[config.mk]
export PLATFORM = sky130hd
export DESIGN_NAME = ee_rd_arbiter
export DESIGN_NICKNAME = d
export VERILOG_FILES = /design/src/rtl/ee_rd_arbiter.sv
export SDC_FILE = /design/constraint.sdc
export NUM_CORES = 1
export LEC_CHECK = 0
export ABC_AREA = 1
export BUFFER_PORTS_ARGS = -buffer_cell sky130_fd_sc_hd__buf_4
export CELL_PAD_IN_SITES_DETAIL_PLACEMENT = 0
export CELL_PAD_IN_SITES_GLOBAL_PLACEMENT = 1
export CORE_MARGIN = 10
export CORE_UTILIZATION = 33
export DETAILED_ROUTE_END_ITERATION = 16
export GPL_ROUTABILITY_DRIVEN = 0
export PLACE_DENSITY_LB_ADDON = 0.08
export SLEW_MARGIN = 10
export SYNTH_ARGS = -nofsm -noshare
export SYNTH_HDL_FRONTEND = slang
export SYNTH_SLANG_ARGS = --single-unit
[constraint.sdc]
create_clock -name timer_clk -period 1.5 [get_ports timer_clk]
set_input_delay 0.45 -clock timer_clk [delete_from_list [all_inputs] [get_ports timer_clk]]
set_output_delay 0.45 -clock timer_clk [all_outputs]
set_load 0.05 [all_outputs]
[src/rtl/ee_rd_arbiter.sv]
// Two-port arbiter and read sequencer for the shared EEPROM e2l read port.
// Optional round-robin arbitration is enabled by defining EE_ARB_RR_EN.
module ee_rd_arbiter #(
  parameter int unsigned RD_CYC = 16
) (
  input  logic        timer_clk,
  input  logic        por_rst_n,
  input  logic        por_cfg_done,
  input  logic        req0,
  input  logic [15:0] addr0,
  input  logic        req1,
  input  logic [15:0] addr1,
  input  logic [31:0] ee_data_e2l,
  output logic        ee_vs_en,
  output logic        ee_rd_en,
  output logic [15:0] ee_addr,
  output logic        ack0,
  output logic        ack1,
  output logic [31:0] rdata,
  output logic [1:0]  gnt,
  output logic        busy
);

  localparam int unsigned ADDR_W = 16;
  localparam int unsigned DATA_W = 32;
  localparam int unsigned CNT_W  = (RD_CYC > 1) ? $clog2(RD_CYC) : 1;

  typedef enum logic [2:0] {
    IDLE,
    SETUP,
    READ,
    HOLD,
    DONE
  } state_t;

  state_t              state, state_d;
  logic [CNT_W-1:0]    cnt, cnt_d;
  logic [ADDR_W-1:0]   addr_d;
  logic [DATA_W-1:0]   rdata_d;
  logic [1:0]          gnt_d;
  logic                vs_d, rd_d, ack0_d, ack1_d;
  logic                elig0, elig1, win1;

  assign elig0 = req0;
  assign elig1 = req1 & por_cfg_done;

`ifdef EE_ARB_RR_EN
  // last1: port 1 owned the most recent grant; on a tie the other port wins
  logic last1, last1_d;
  assign win1 = elig1 & (~elig0 | ~last1);
`else
  assign win1 = elig1 & ~elig0;
`endif

  // Next-state and next-output logic
  always_comb begin
    state_d = state;
    cnt_d   = cnt;
    addr_d  = ee_addr;
    rdata_d = rdata;
    gnt_d   = gnt;
    vs_d    = ee_vs_en;
    rd_d    = ee_rd_en;
    ack0_d  = 1'b0;
    ack1_d  = 1'b0;
`ifdef EE_ARB_RR_EN
    last1_d = last1;
`endif
    case (state)
      IDLE: begin
        if (elig0 || elig1) begin
          gnt_d   = win1 ? 2'b10 : 2'b01;
          addr_d  = win1 ? addr1 : addr0;
          vs_d    = 1'b1;
          state_d = SETUP;
`ifdef EE_ARB_RR_EN
          last1_d = win1;
`endif
        end else begin
          gnt_d = 2'b00;
          vs_d  = 1'b0;
        end
      end
      SETUP: begin
        rd_d    = 1'b1;
        cnt_d   = '0;
        state_d = READ;
      end
      READ: begin
        if (cnt == CNT_W'(RD_CYC - 1)) begin
          rd_d    = 1'b0;
          state_d = HOLD;
        end else begin
          cnt_d = cnt + CNT_W'(1);
        end
      end
      HOLD: state_d = DONE;
      DONE: begin
        rdata_d = ee_data_e2l;
        ack0_d  = gnt[0];
        ack1_d  = gnt[1];
        state_d = IDLE;
      end
      default: state_d = IDLE;
    endcase
  end

  always_ff @(posedge timer_clk or negedge por_rst_n) begin
    if (!por_rst_n) begin
      state    <= IDLE;
      cnt      <= '0;
      ee_addr  <= '0;
      rdata    <= '0;
      gnt      <= 2'b00;
      ee_vs_en <= 1'b0;
      ee_rd_en <= 1'b0;
      ack0     <= 1'b0;
      ack1     <= 1'b0;
      busy     <= 1'b0;
`ifdef EE_ARB_RR_EN
      last1    <= 1'b1;
`endif
    end else begin
      state    <= state_d;
      cnt      <= cnt_d;
      ee_addr  <= addr_d;
      rdata    <= rdata_d;
      gnt      <= gnt_d;
      ee_vs_en <= vs_d;
      ee_rd_en <= rd_d;
      ack0     <= ack0_d;
      ack1     <= ack1_d;
      busy     <= (state_d != IDLE);
`ifdef EE_ARB_RR_EN
      last1    <= last1_d;
`endif
    end
  end

endmodule

==> summary.txt <==
Initial antenna violation count = 0
Status = finished clean
Slowest CP cell = dfrtp_1
Antenna cells = 0
Number of flops mapped to enable cells by yosys = 0
Die span in y = 111 um
Buf+Inv Stages, Crit Path = 1
Rel. slew slack = 0.745
WHS Path Cells = 3
Core Footprint = 0.00809 sq mm
Flops & latches, synth = 62
Clk Latency, worst-skew pair = 0.33 ns
CTS tree = built
FP Rows = 33
CP max stage delay = 0.40 ns
Clk root buf = clkbuf_8
Dominant synthesized flop cell = dfrtp_1
Power density over the cells = 2540 mW/mm^2
Grt ovf = 0
Critical Path Sink Type = output port
Worst clock skew = 0.0106 ns
Xor-xnor portion of the synthesized cell area = 0.00322
Post-Syn Area = 0.00272 sq mm
Syn. warnings = 0
Crit path depth = 1
CTS max path bufs = 2
Antenna viol nets, final = 0
DIE AREA = 0.0123 sq mm
Tcrit/Tclk final = 0.932
Clk sinks = 62
Post-synthesis sequential area ratio = 0.571
Final WL = 7770 um
WP data arrival = 0.95 ns
Nets@finish = 525
Via count = 2470
Fillers = 822
Multi-input gate area = 972 sq um
Share of layout cells above drive strength 1 = 0.341
Initial Util = 0.336
Number of global-route vias before repair = 2504
Fin crit period = 1.40 ns
Post-synth cell types = 20
WHS = 0.346 ns
Worst R2R Path Depth = 5
Starting DRT DRC Count = 95
Setup violators final = 0
Multiplexer area fraction after synthesis = 0
Most frequent cells in the layout = nand2_1 (151), buf_4 (130), dfrtp_1 (62)
Pin count of the biggest net entering global routing = 35
TNS Setup = 0 ns
Simple-gate area share of the yosys netlist = 0.311
Commonest non-fill, non-tap cell in the layout = nand2_1
Synth async-reset ratio = 1.00
CP Max Fanout = 3
Fmax achieved = 715 MHz
Global-route wire length before repair = 12800 um
Crit path max-delay family = flip-flops
RSZ-0062 raised after global routing = no
Final Max Tran Viols = 0
Post-CTS Setup Inserts = 0
DRC violations left = 0
Port bufs = 123
Ports = 124
Avg Inst Size Synth = 8.31 sq um
Worst setup path category = reg -> out
Adder-Cell Fraction of Synth Area = 0.00461
Final hold vios = 0
VDD IR-drop max = 0.00102 V
Reg area = 0.00155 sq mm
Startpoint Class = flip-flop
Reg clk slew, reported paths = 0.08 ns
Max-Cap Viols = 0
Inserted Clock Buffers = 9
Synth Area in Compound Gates = 0.0387
Largest family of logic cells by synthesized area = simple AND/OR/NAND/NOR gates
DR vias/cell = 4.37
WL/cell = 13.7 um
Lkg Pwr = 2.21 nW
GRT Util Overall = 0.125
Worst EP required = 1.05 ns
Die width = 111 um
Mapped Nets = 397
HP Class = in -> reg
Final HPWL DP = 5760 um
CP Cell Sequence = buf_4
Synth Instances = 327
H-tree levels = 3
Drt pass-1 iters = 4
Slew at the pin closest to its max-slew limit = 0.382 ns
Area Overhead vs Synth = 45.8%
## worst register-to-register path: cells and delay by family (launching register included)
family	cells	cell delay (ns)
buffers and inverters	2	0.57
flip-flops	1	0.44
AND/OR/NAND/NOR	3	0.25
## through the flow
stage | instance area (sq um) | power, W | cells | setup slack (ns) | util
4_1_cts | 3960 | 0.0102 | 565 | 0.0746 | 0.489
3_5_place_dp | 3750 | 0.00869 | 548 | 0.186 | 0.464
5_1_grt | 3960 | 0.0107 | 565 | 0.0546 | 0.489
2_1_floorplan | 2720 | 0.00684 | 327 | 0.357 | -
3_3_place_gp | 3750 | 0.00866 | 548 | 0.193 | 0.464
6_report | 3960 | 0.0100 | 565 | 0.101 | 0.489
## power breakdown
part / internal, W / total [W] / switching (W) / leakage, nW
registers: 0.00245 / 0.00295 / 0.000497 / 0.761
clock network: 0.000813 / 0.00146 / 0.000649 / 0.0955
logic: 0.00159 / 0.00564 / 0.00405 / 1.35
total: 0.00485 / 0.0100 / 0.00519 / 2.21
## cells by family after synthesis
kind of cell | Yosys count
AOI/OAI and AO/OA | 21
xor gates and xnor gates | 1
adders and majority gates | 1
buffers and inverters | 41
DFF | 62
and+or+nand+nor | 201
## final cells by class
cell class,instances,area share
Clock inverter,5,0.0148
Timing Repair Buffer,132,0.254
Multi-Input combinational cell,224,0.245
Sequential cell,62,0.392
Clock buffer,11,0.0357
Inverter,26,0.0253
Tap cell,105,0.0332
## metal layers
layer / global-route usage / up-vias / wire (um)
met5: 0 / - / 0
met4: 0.0521 / 0 / 115
met3: 0.0503 / 9 / 675
met2: 0.179 / 96 / 3270
met1: 0.163 / 1098 / 3710
li1: - / 1267 / -
## Yosys cell counts (2+ instances only)
cell type    n  area (sq um)
dfrtp_1     62          1550
buf_6        2          22.5
nand2_2      3          18.8
inv_1       22          82.6
nand2_1    151           567
clkbuf_1     4          15.0
inv_2        3          11.3
nor2_4       2          22.5
buf_4        4          30.0
nand3_1     37           185
o21ai_0     18          90.1
o21ai_1      3          15.0
nor2_1       5          18.8
buf_2        5          25.0
## registers in the layout, summed over array words and instances (netlist names)
signal,flops
ee_addr,16
rdata,32
ack0,1
ee_rd_en,1
gnt,2
state,3
cnt,4
ee_vs_en,1
busy,1
ack1,1
## repair_timing
item / CTS / global route
gates resized for setup: 0 / 0
hold buffers: 1 / 0
endpoints found under the hold margin: 4 / 0
## path summary, 6_finish.rpt
| kind | slack [ns] | endpoint | start |
|---|---|---|---|
| max in group asynchronous | 0.47 | state[0]$_DFF_PN0_ | por_rst_n |
| setup reg to reg | 0.18 | rdata[28]$_DFFE_PN0N_ | state[2]$_DFF_PN0_ |
| setup / recovery | 0.10 | gnt[0] | gnt[0]$_DFFE_PN0P_ |
| hold / removal | 0.35 | rdata[7]$_DFFE_PN0N_ | ee_data_e2l[7] |
| min in group asynchronous | 0.56 | rdata[23]$_DFFE_PN0N_ | por_rst_n |
| hold reg to reg | 0.47 | rdata[5]$_DFFE_PN0N_ | rdata[5]$_DFFE_PN0N_ |
Power figures use the tool's default switching activity.
